--- config.mk ---
export PLATFORM = sky130hd
export DESIGN_NAME = apb_timer
export DESIGN_NICKNAME = d
export VERILOG_FILES = /design/src/rtl/apb_timer.sv
export SDC_FILE = /design/constraint.sdc
export NUM_CORES = 1
export LEC_CHECK = 0
export BUFFER_PORTS_ARGS = -buffer_cell sky130_fd_sc_hd__buf_4
export CORE_MARGIN = 2
export CORE_UTILIZATION = 51
export DETAILED_ROUTE_END_ITERATION = 12
export PLACE_DENSITY = 0.74
export SLEW_MARGIN = 20
export SYNTH_ARGS = -nofsm -noshare
export SYNTH_HDL_FRONTEND = slang
export SYNTH_SLANG_ARGS = --single-unit
export TNS_END_PERCENT = 100
--- constraint.sdc ---
create_clock -name PCLK -period 2.7 [get_ports PCLK]
set_input_delay 0.27 -clock PCLK [delete_from_list [all_inputs] [get_ports PCLK]]
set_output_delay 0.27 -clock PCLK [all_outputs]
set_load 0.02 [all_outputs]
--- src/rtl/apb_timer.sv ---
// rtl/apb_timer.sv - APB down-counting timer with prescaler, auto-reload and level interrupt
// Five word registers; PREADY is combinational from the wait counter, so WAIT_STATES=0 gives zero-wait access.
module apb_timer #(
  parameter int WAIT_STATES = 1,
  parameter int PRESCALE_W  = 16
) (
  input  logic        PCLK,
  input  logic        PRESETn,
  input  logic        PSELx,
  input  logic        PENABLE,
  input  logic        PWRITE,
  input  logic [31:0] PADDR,
  input  logic [31:0] PWDATA,
  output logic [31:0] PRDATA,
  output logic        PREADY,
  output logic        PSLVERR,
  output logic        irq
);

  localparam logic [2:0] WAIT_LIM = 3'(WAIT_STATES);

  logic [2:0]            wait_cnt;
  logic                  ctrl_en, ctrl_auto, ctrl_ie;
  logic [31:0]           load_q, value_q;
  logic                  exp_q;
  logic [PRESCALE_W-1:0] prescale_q, presc_cnt;

  logic        access, mapped, wr_en, tick, expire;
  logic        sel_ctrl, sel_load, sel_value, sel_status, sel_presc;
  logic        wr_ctrl, wr_load, wr_status, wr_presc;
  logic [31:0] rdata_mux;
  logic        unused_addr;

  assign unused_addr = ^PADDR[31:5];

  assign access     = PSELx & PENABLE;
  assign sel_ctrl   = (PADDR[4:0] == 5'h00);
  assign sel_load   = (PADDR[4:0] == 5'h04);
  assign sel_value  = (PADDR[4:0] == 5'h08);
  assign sel_status = (PADDR[4:0] == 5'h0C);
  assign sel_presc  = (PADDR[4:0] == 5'h10);
  assign mapped     = sel_ctrl | sel_load | sel_value | sel_status | sel_presc;

  // Gated by reset so the handshake drops the instant PRESETn falls, even with zero wait states.
  assign PREADY  = PRESETn & access & (wait_cnt == WAIT_LIM);
  assign PSLVERR = PREADY & ~mapped;

  assign wr_en     = access & PWRITE & PREADY & mapped;
  assign wr_ctrl   = wr_en & sel_ctrl;
  assign wr_load   = wr_en & sel_load;
  assign wr_status = wr_en & sel_status;
  assign wr_presc  = wr_en & sel_presc;

  assign tick   = ctrl_en & (presc_cnt == prescale_q);
  assign expire = tick & (value_q == 32'd0);

  assign irq = exp_q & ctrl_ie;

  always_comb begin
    rdata_mux = '0;
    case (PADDR[4:0])
      5'h00:   rdata_mux = {29'd0, ctrl_ie, ctrl_auto, ctrl_en};
      5'h04:   rdata_mux = load_q;
      5'h08:   rdata_mux = value_q;
      5'h0C:   rdata_mux = {31'd0, exp_q};
      5'h10:   rdata_mux = 32'(prescale_q);
      default: rdata_mux = '0;
    endcase
  end

  assign PRDATA = (PREADY & ~PWRITE) ? rdata_mux : 32'd0;

  always_ff @(posedge PCLK or negedge PRESETn) begin
    if (!PRESETn) begin
      wait_cnt <= '0;
    end else if (!access || PREADY) begin
      wait_cnt <= '0;
    end else begin
      wait_cnt <= wait_cnt + 3'd1;
    end
  end

  always_ff @(posedge PCLK or negedge PRESETn) begin
    if (!PRESETn) begin
      ctrl_en    <= 1'b0;
      ctrl_auto  <= 1'b0;
      ctrl_ie    <= 1'b0;
      load_q     <= '0;
      value_q    <= '0;
      exp_q      <= 1'b0;
      prescale_q <= '0;
      presc_cnt  <= '0;
    end else begin
      // Bus write to CTRL overrides the hardware EN clear at one-shot expiry.
      if (wr_ctrl) begin
        ctrl_en   <= PWDATA[0];
        ctrl_auto <= PWDATA[1];
        ctrl_ie   <= PWDATA[2];
      end else if (expire && !ctrl_auto) begin
        ctrl_en <= 1'b0;
      end

      if (wr_load)  load_q     <= PWDATA;
      if (wr_presc) prescale_q <= PWDATA[PRESCALE_W-1:0];

      if (expire) begin
        exp_q <= 1'b1;
      end else if (wr_status && PWDATA[0]) begin
        exp_q <= 1'b0;
      end

      if (wr_load) begin
        value_q <= PWDATA;
      end else if (expire) begin
        if (ctrl_auto) value_q <= load_q;
      end else if (tick) begin
        value_q <= value_q - 32'd1;
      end

      // Restart the prescale period on LOAD writes and on any EN change via CTRL.
      if (!ctrl_en || tick || wr_load || (wr_ctrl && (!PWDATA[0] || !ctrl_en))) begin
        presc_cnt <= '0;
      end else begin
        presc_cnt <= presc_cnt + 1'b1;
      end
    end
  end

endmodule

# == Word-level counts from Yosys, hierarchy flattened ==
# Index checks and enable logic that the tools add are counted.
# totals
ff_bits,103
out_inout_bits,35
word_cells,70
inputBits,69
# op_classes
muxes,12
bitwise_logic,21
n_reduce_logical,18
eq_ne,7
n_addsub,3
# op_table
op,count
$mux W32,5
$pmux W32 S5,1
$logic_not A32 Y1,1
$sub A32 B1 Y32 const B,1
$add A16 B1 Y16 const B,1
$eq A16 B16 Y1,1
$mux W16,1
$and A1 B1 Y1,15
$eq A5 B4 Y1 const B,2
$eq A5 B3 Y1 const B,1
$eq A5 B5 Y1 const B,1
$logic_not A5 Y1,1
$logic_or A1 B1 Y1,5
$logic_not A1 Y1,4
$mux W1,4
$or A1 B1 Y1,4
$reduce_bool A2 Y1,2
$add A3 B1 Y3 const B,1
$eq A3 B1 Y1 const B,1
$logic_and A1 B1 Y1,3
$mux W3,1
$ne A3 B2 Y1 const B,1
$reduce_bool A3 Y1,1
$not A1 Y1,2
$reduce_and A2 Y1,1

# == Longest topological paths before layout ==
# Gate-level depths: netlist of run 1.
# logic_depth
depth_word,10
depth_mapped,10
mapped_depth_nobuf,8

# == Worst setup path after synthesis of run 1 ==
# Ideal clock, no wire load.
# synth_path
kind,register to register
start,register value_q[22]
end,register value_q[19]
synth_period_minus_slack_ns,2.870
setup_time_ns,0.126
slack_ns,-0.170
stages_incl_launch_ff,9
path_buffers,2
t_arrival_ns,2.744
required_time_ns,2.574
cell_sequence,dfrtp_1 -> or4_4 -> or4_1 -> buf_2 -> or4_1 -> buf_2 -> o211ai_4 -> nor2_1 -> a221o_1
# synth_via
elab_chain_cells,4
elab_cells_between_ends,7
classes_between,eq/ne (1); mux (2); bitwise (1); reduce/logical (3)
# synth_rtl
item,line,rtl
from (decl),24,"logic [31:0] load_q, value_q;"
from (signal assigned),115,if (ctrl_auto) value_q <= load_q;
from (signal assigned),117,value_q <= value_q - 32'd1;
$logic_not A32 Y1 *,55,assign expire = tick & (value_q == 32'd0);
$and A1 B1 Y1 *,55,
"$ne A3 B2 Y1 (no source line), or another cell as far along",n/a,
$reduce_and A2 Y1 (no source line) or $mux W32 (tied branches),n/a,
# Every way passes the cells marked *; elsewhere a longest branch is shown, timed or not.
# A chain may end at the register's enable or synchronous reset.

# == Worst setup path after layout of run 1 ==
# layout_path
start,register value_q[22]
end,register value_q[8]
# Same word-level chain as after synthesis.

==> metrics.md, run 1 <==
| Metric | Value |
|---|---|
| Highest fanout seen on the critical path | 7 |
| Largest family of logic cells by synthesized area | simple AND/OR/NAND/NOR gates |
| Number of unique standard cell types used by synthesis | about 60 |
| CTS Root Buffer Type | clkbuf_16 |
| Headroom to the max-slew limit | 41.6% |
| Clock latency on the worst-skew pair | 0.37 ns |
| Kind of cell adding the most delay to the critical path | simple AND/OR/NAND/NOR gates |
| Number of cells on the worst hold path | 3 |
| Number of violations reported at the end of detailed-routing iteration 0 | 765 |
| Final Net Count | 875 |
| Post-placement worst setup slack | -0.243 ns |
| Leakage component of the power | 3.50 nW |
| Max_cap viols | 0 |
| Area Growth Syn to Fin | 29.2% |
| Simple-gate share of the synthesized area | 24.3% |
| Initial standard-cell utilization of the core | 52.3% |
| Timing startpoint of the critical path | value_q[22] |
| Cell with the largest stage delay on the worst path | or4_4 |
| Hold-critical path endpoint | load_q[21] |
| Worst reg2reg path depth | 7 |
| Setup violation total in the final timing report | 19 |
| Routed wire length per instance | ~19 µm |
| Maximum ir drop on the vdd rail | 0.567 mV |
| Path type of the worst min-delay path | in2reg |
| Netlist area before placement | approximately 6000 µm² |
| Multiplexer fraction of the synthesized cell area | 5.49% |
| Post-layout utilization of the core | 67.6% |
| Largest stage delay on the critical path | between 0.5 and 0.6 ns |
| Number of buffers and inverters on the critical path | 1 |
| Area share of the leading cell type in the synthesized netlist | 43.1% |
| CTS buffer count | 9 |
| Synthesis-stage register bit count | ~100 |
| Total power density per cell area | 409 nW/µm² |
| Die span in x | around 110 µm |
| Stages on worst setup path | 7 |
| Die Span Y | 112 µm |
| Number of buffers between clock root and the deepest sink | 2 |
| Number of port buffers | 76 |
| Warning count from the yosys run | 0 |
| Fraction of synthesis flops using an asynchronous set or reset pin | 100% |
| Cell types occupying the most area after synthesis | dfrtp_1, nand2_1, nor2_1 |
| Fraction of layout cells with a size suffix above 1 | 30.5% |
| Max H-tree Level | 3 |
| Maximum achievable frequency | between 0.3 and 0.4 GHz |
| Std-Cell Rows | 39 |
| Cell accounting for the most synthesized area | dfrtp_1 |
| ANT cells | 0 |
| Final-report hold violation count | 0 |
| Post-synthesis share of cell area spent on xor and xnor gates | 4.98% |
| RSZ-0062 raised after global routing | yes |
| DRT Wirelength | 18200 µm |
| Number of clock sinks | roughly 100 |
| Floorplan core area | 11400 µm² |
| Worst-case setup margin in the final layout | -0.0765 ns |
| Min Clock Period, post-route | 2.78 ns |
| Crit Reg-Reg Endpoint | value_q[8] |
| Total global-route track usage | 28.9% |
| EDFF count, synth | 0 |
| Number of antenna violations at the first check in global routing | 0 |
| Critical path data arrival time | roughly 3 ns |
| Clock-pin slew on the worst setup and hold paths | 0.07 ns |
| Startpoint Class | register |
| Number of search-and-repair iterations in the first detailed-routing pass | 6 |
| Commonest non-fill, non-tap cells in the layout | buf_4, nand2_1, dfrtp_1 |
| Post-Synth Adder-Cell Area | less than 1% |
| Remaining antenna violation count | 0 |
| Post-DR vias/cell | slightly above 6 |
| Grt total ovfl | 0 |
| Final Wtd Congestion | 0.919 |
| Required @ worst endpoint | slightly below 3 ns |
| Complex-gate fraction of the synthesized area | around 17% |
| Cell mode on critical path | or4_4 |
| Final Skew | 0.00441 ns |
| Period utilization | 103% |
| Violated checks | negative setup slack |
| Floorplan die area | about 13000 µm² |
| R2R Setup Slk | -0.08 ns |
| Count of unresolved DRC violations after routing | 0 |
| Run status | finished with violations |
| HP Start | PWDATA[21] |
| Commonest non-fill, non-tap cell in the layout | buf_4 |
| Transition at the pin with the smallest max-transition slack | roughly 0.9 ns |
| Startpoint of the worst register-to-register path | value_q[22] |
| Global-route wire length before repair | between 20000 and 30000 µm |
| Crit-path cells | or4_4 > or4_4 > or4_4 > o211ai_4 > buf_6 > or4_4 > a31oi_4 |
| Synth Instances | 679 |
| Via Count | 5897 |
| Pins over their slew limit | 0 |
| Clock tree from TritonCTS | built |
| Leading register cell type out of synthesis | dfrtp_1 |
| HPWL after DPL | 12700 µm |
| Number of global-route vias before repair | 5689 |
| Sequential area share after synthesis | 43.1% |
| Synthesized netlist net count | 752 |
| Average cell area after synthesis | 8.80 µm² |
| Setup crit end kind | register |
| Maximum number of pins on one net before global-route repair | 70 |
| I/O Pins | 104 |
| Worst Path Class, Setup | reg2reg |
-- tightest hold or removal path: stages --
cell     delay [ns]
buf_4          0.09
nand2_1        0.04
nand2_1        0.04
-- routing by layer --
layer / GRT usage [%] / share of wire (%) / routed length [µm] / vias up
met2: 44.9 / 47 / 8600 / 281
li1: - / - / - / 2698
met3: 6.53 / 7.9 / 1440 / 49
met1: 39.3 / 42 / 7550 / 2869
met4: 12.1 / 3.1 / 558 / 0
met5: 0 / 0 / 0 / -
-- layout make-up --
class	instances	area (µm²)
Fill cell	927	3700
Multi-Input combinational cell	517	3370
Sequential cell	103	2580
Timing Repair Buffer	157	1220
Clock buffer	10	239
Tap cell	143	179
Clock inverter	6	70.1
Inverter	14	52.6
-- cells in the mapped netlist, types with 3 or more instances --
library cell  number
a31oi_1           10
o21ai_0           14
buf_2              6
buf_6              3
nand4_1            6
nor4_1            15
o31ai_1            5
xnor2_1            7
a21oi_1           23
clkbuf_1          33
o311ai_1           5
or4_2              3
and4_1             7
and2_1             7
o2111ai_1          6
nor2_1            92
nor3_1            12
nand2_1          120
or2_2              3
ha_1               4
o21ai_1            3
and3_1             9
nand3b_1           3
mux2i_1            8
a222oi_1          15
or3_1              5
inv_1             14
dfrtp_1          103
o211ai_1          12
or4_1              6
buf_1              3
a211oi_1           5
mux2_2            22
xor2_1            27
nand3_1           12
a22oi_1           19
nor2b_1            3
o32ai_1            3
-- sequential cells by signal, summed over array words and instances (netlist names) --
signal,count
ctrl_en,1
wait_cnt,3
prescale_q,16
load_q,32
ctrl_auto,1
ctrl_ie,1
exp_q,1
value_q,32
presc_cnt,16
-- worst max path at each step --
stage / slack (ns) / endpoint
6_report: -0.08 / value_q[8]
5_1_grt: -0.12 / value_q[29]
4_1_cts: -0.03 / value_q[29]
3_5_place_dp: -0.24 / value_q[24]
3_3_place_gp: -0.15 / value_q[24]
2_1_floorplan: -0.17 / value_q[19]
-- power by group --
group	switching [W]	internal (W)
Sequential	0.0000187	0.00156
Combinational	0.000109	0.0000909
Clock	0.000629	0.000749
-- cells by family (layout without fill, tap and decap cells) --
family	Yosys count	in the layout
simple gates	312	312
compound gates	137	137
flops	103	103
buf+inv	59	187
xor+xnor	34	34
mux	30	30
fa+ha+maj	4	4
-- stage by stage --
step                      power (W)  TNS, ns  cells  instance area, µm²  hold WS (ns)
after global routing        0.00324    -2.09    950                7720         0.102
after floorplan             0.00166    -2.91    679                5980       -0.0256
after global placement      0.00179   -0.792    923                7080         0.348
final                       0.00316   -0.435    950                7720         0.105
after CTS                   0.00316  -0.0761    946                7530         0.102
after detailed placement    0.00179    -4.29    923                7080         0.366
-- repair_timing --
| action | CTS | global route |
|---|---|---|
| endpoints found under the setup margin | 32 | 34 |
| hold buffers | 1 | 0 |
| gates resized for setup | 23 | 31 |
| endpoints found under the hold margin | 34 | 0 |
| cloned | 2 | 0 |
| buffers inserted | 4 | 4 |
| pin swaps | 12 | 21 |
No activity file was read; power rests on OpenSTA's default activity.
==> run 2: changes to the inputs <==
==> constraint.sdc (replaced) <==
create_clock -name PCLK -period 2.7 [get_ports PCLK]
set_input_delay 0.27 -clock PCLK [delete_from_list [all_inputs] [get_ports PCLK]]
set_output_delay 0.27 -clock PCLK [all_outputs]
set_load 0.01 [all_outputs]
==> run 2 against run 1 <==
Effect of this change: the flow still finishes with violations (negative setup slack); via count increased by 0.34%; register-to-register slack better by 0.04 ns; critical path depth grew 1; sequential share of layout area increased by 0.32 points; core utilization decreased by 0.65 points; first-iteration DRC count decreased by 13%; setup slack better by 0.039 ns; sequential power about the same; fmax grew 1.4%; critical endpoint is now value_q[29].
==> metrics.md, run 2 (synthesized netlist as in run 1, its figures left out) <==
| Metric | Value |
|---|---|
| Headroom to the max-slew limit | 37.9% (-3.7 points) |
| Count of placed standard cells in the final layout, fillers left out | 948 (-0.21%) |
| Startpoint Class | register |
| Fraction of layout cells with a size suffix above 1 | 29.7% (-0.79 points) |
| Max_cap viols | 0 (unchanged) |
| HPWL after DPL | 12500 µm (-1.5%) |
| Run status | finished with violations |
| Number of clock sinks | 103 (unchanged) |
| Number of antenna violations at the first check in global routing | 0 (unchanged) |
| ANT cells | 0 (unchanged) |
| Cell Area, Placed | 7060 µm² (-0.21%) |
| Final-report hold violation count | 0 (unchanged) |
| Via Count | 5917 (+0.34%) |
| Initial standard-cell utilization of the core | 52.3% (unchanged) |
| Clock tree from TritonCTS | built |
| Pins over their slew limit | 0 (unchanged) |
| Required @ worst endpoint | 2.95 ns (+0.02 ns) |
| Max H-tree Level | 3 (unchanged) |
| Cell mode on critical path | or4_4 |
| Setup violation total in the final timing report | 4 (-15) |
| Highest fanout seen on the critical path | 5 (-2) |
| Leakage component of the power | 3.50 nW (about the same) |
| Endpoint of the most critical setup path | value_q[29] |
| Number of buffers and inverters on the critical path | 2 (+1) |
| Startpoint of the worst register-to-register path | value_q[22] |
| Final Net Count | 874 (-0.11%) |
| Global-route wire length before repair | 28700 µm (-1.0%) |
| Number of global-route vias before repair | 5678 (-0.19%) |
| Number of violations reported at the end of detailed-routing iteration 0 | 668 (-13%) |
| Final Wtd Congestion | 0.911 (-0.85%) |
| Die Span Y | 112 µm (unchanged) |
| Floorplan core area | 11400 µm² (unchanged) |
| Path type of the worst min-delay path | in2reg |
| Crit-path cells | or4_4 > or4_4 > buf_6 > or2_2 > buf_4 > nor4_2 > o21ai_0 > a31oi_1 |
| Critical path data arrival time | 2.99 ns (-0.02 ns) |
| Post-DR vias/cell | 6.24 (+0.55%) |
| Setup TNS | -0.0898 ns (+0.345 ns) |
| Area Growth Syn to Fin | 27.9% |
| Commonest non-fill, non-tap cells in the layout | buf_4, nand2_1, dfrtp_1 |
| Die span in x | 112 µm (unchanged) |
| Period utilization | 101% (-1.4 points) |
| Floorplan die area | 12600 µm² (unchanged) |
| Final Skew | 0.00989 ns (+0.00548 ns) |
| Crit Reg-Reg Endpoint | value_q[29] |
| Number of buffers between clock root and the deepest sink | 2 (unchanged) |
| CTS Root Buffer Type | clkbuf_16 |
| Grt total ovfl | 0 (unchanged) |
| Transition at the pin with the smallest max-transition slack | 0.931 ns (+0.0550 ns) |
| Total power density per cell area | 393 nW/µm² (-4.1%) |
| Setup crit end kind | register |
| Power after layout | 0.00300 W (-5.0%) |
| Min Clock Period, post-route | 2.74 ns (-0.0388 ns) |
| Leading registers by flop count | load_q (32), value_q (32) |
| Commonest non-fill, non-tap cell in the layout | buf_4 |
| Timing startpoint of the critical path | value_q[22] |
| Total instance count after detailed placement | 921 (-0.22%) |
| RSZ-0062 raised after global routing | yes |
| Clock latency on the worst-skew pair | 0.36 ns (about the same) |
| Violated checks | negative setup slack |
| Std-Cell Rows | 39 (unchanged) |
| Number of search-and-repair iterations in the first detailed-routing pass | 5 (-1) |
| Worst reg2reg path depth | 8 (+1) |
| Stages on worst setup path | 8 (+1) |
| Maximum achievable frequency | 0.365 GHz (+1.4%) |
| I/O Pins | 104 (unchanged) |
| Clock-pin slew on the worst setup and hold paths | 0.08 ns (about the same) |
| CTS buffer count | 9 (unchanged) |
| Remaining antenna violation count | 0 (unchanged) |
| Number of port buffers | 76 (unchanged) |
| Count of unresolved DRC violations after routing | 0 (unchanged) |
| Maximum number of pins on one net before global-route repair | 73 (+4.3%) |
| Routed wire length per instance | 18.9 µm (-1.3%) |
| Kind of cell adding the most delay to the critical path | simple AND/OR/NAND/NOR gates |
| Final standard cell area without fillers | 7640 µm² (-0.96%) |
| DRT Wirelength | 17900 µm (-1.5%) |
| Total global-route track usage | 28.1% (-0.76 points) |
| Maximum ir drop on the vdd rail | 0.521 mV (-8.0%) |
| Cell with the largest stage delay on the worst path | or4_4 |
| Largest stage delay on the critical path | 0.54 ns (-0.02 ns) |
| Worst-case setup margin in the final layout | -0.0378 ns (+0.0388 ns) |
| Worst Path Class, Setup | reg2reg |
| R2R Setup Slk | -0.04 ns (+0.04 ns) |
==> run 2: metrics by stage <==
step	util, %	hold WS, ns	setup WS, ns
3_5_place_dp	61.9	0.325	-0.140
6_report	66.9	0.114	-0.0378
3_3_place_gp	61.9	0.324	-0.163
5_1_grt	66.9	0.110	-0.0975
4_1_cts	64.9	0.106	-0.0101
2_1_floorplan	-	-0.0256	-0.170
==> run 2: routing by layer <==
layer	GRT usage, %	routed length (µm)	share of wire [%]	vias to the layer above
li1	-	-	-	2687
met1	39.7	7570	42	2900
met2	44.5	8650	48	300
met3	5.67	1410	7.9	30
met4	7.89	261	1.5	0
met5	0	0	0	-
==> run 2: what timing repair did <==
action	in CTS	in global routing
hold endpoints to repair	31	0
gates cloned	0	2
endpoints found under the setup margin	32	75
pin swaps	3	23
gates resized for setup	10	38
setup buffers	3	6
hold buffers	1	0
==> run 2: worst min path at each step <==
stage | start | endpoint | cells past startpoint
after floorplan | PRESETn | ctrl_auto | 0
after global placement | PRESETn | wait_cnt[0] | 2
after detailed placement | PRESETn | wait_cnt[0] | 2
after CTS | PWDATA[3] | load_q[3] | 3
after global routing | PWDATA[3] | load_q[3] | 3
final | PWDATA[3] | load_q[3] | 3
==> run 2: worst register-to-register path: cells and delay by family, from the launching register on <==
family / cells / cell delay (ns)
AOI/OAI and AO/OA: 2 / 0.40
buffers and inverters: 2 / 0.31
DFF: 1 / 0.38
and+or+nand+nor: 4 / 1.55
==> run 2: final cells by class <==
type,count,area [µm²]
well taps,143,179
clock buffers,9,225
multi-input cells,517,3300
inverters,14,52.6
repair buffers,156,1260
flip-flops and latches,103,2580
fillers,909,3780
clock inverters,6,46.3
==> run 2: where the power goes <==
| group | total, W | leakage [nW] | switching (W) | internal (W) |
|---|---|---|---|---|
| registers | 0.00158 | 1.35 | 0.0000191 | 0.00156 |
| logic | 0.000194 | 2.03 | 0.000106 | 0.0000878 |
| clock network | 0.00123 | 0.128 | 0.000601 | 0.000625 |
| total | 0.00300 | 3.50 | 0.000726 | 0.00227 |
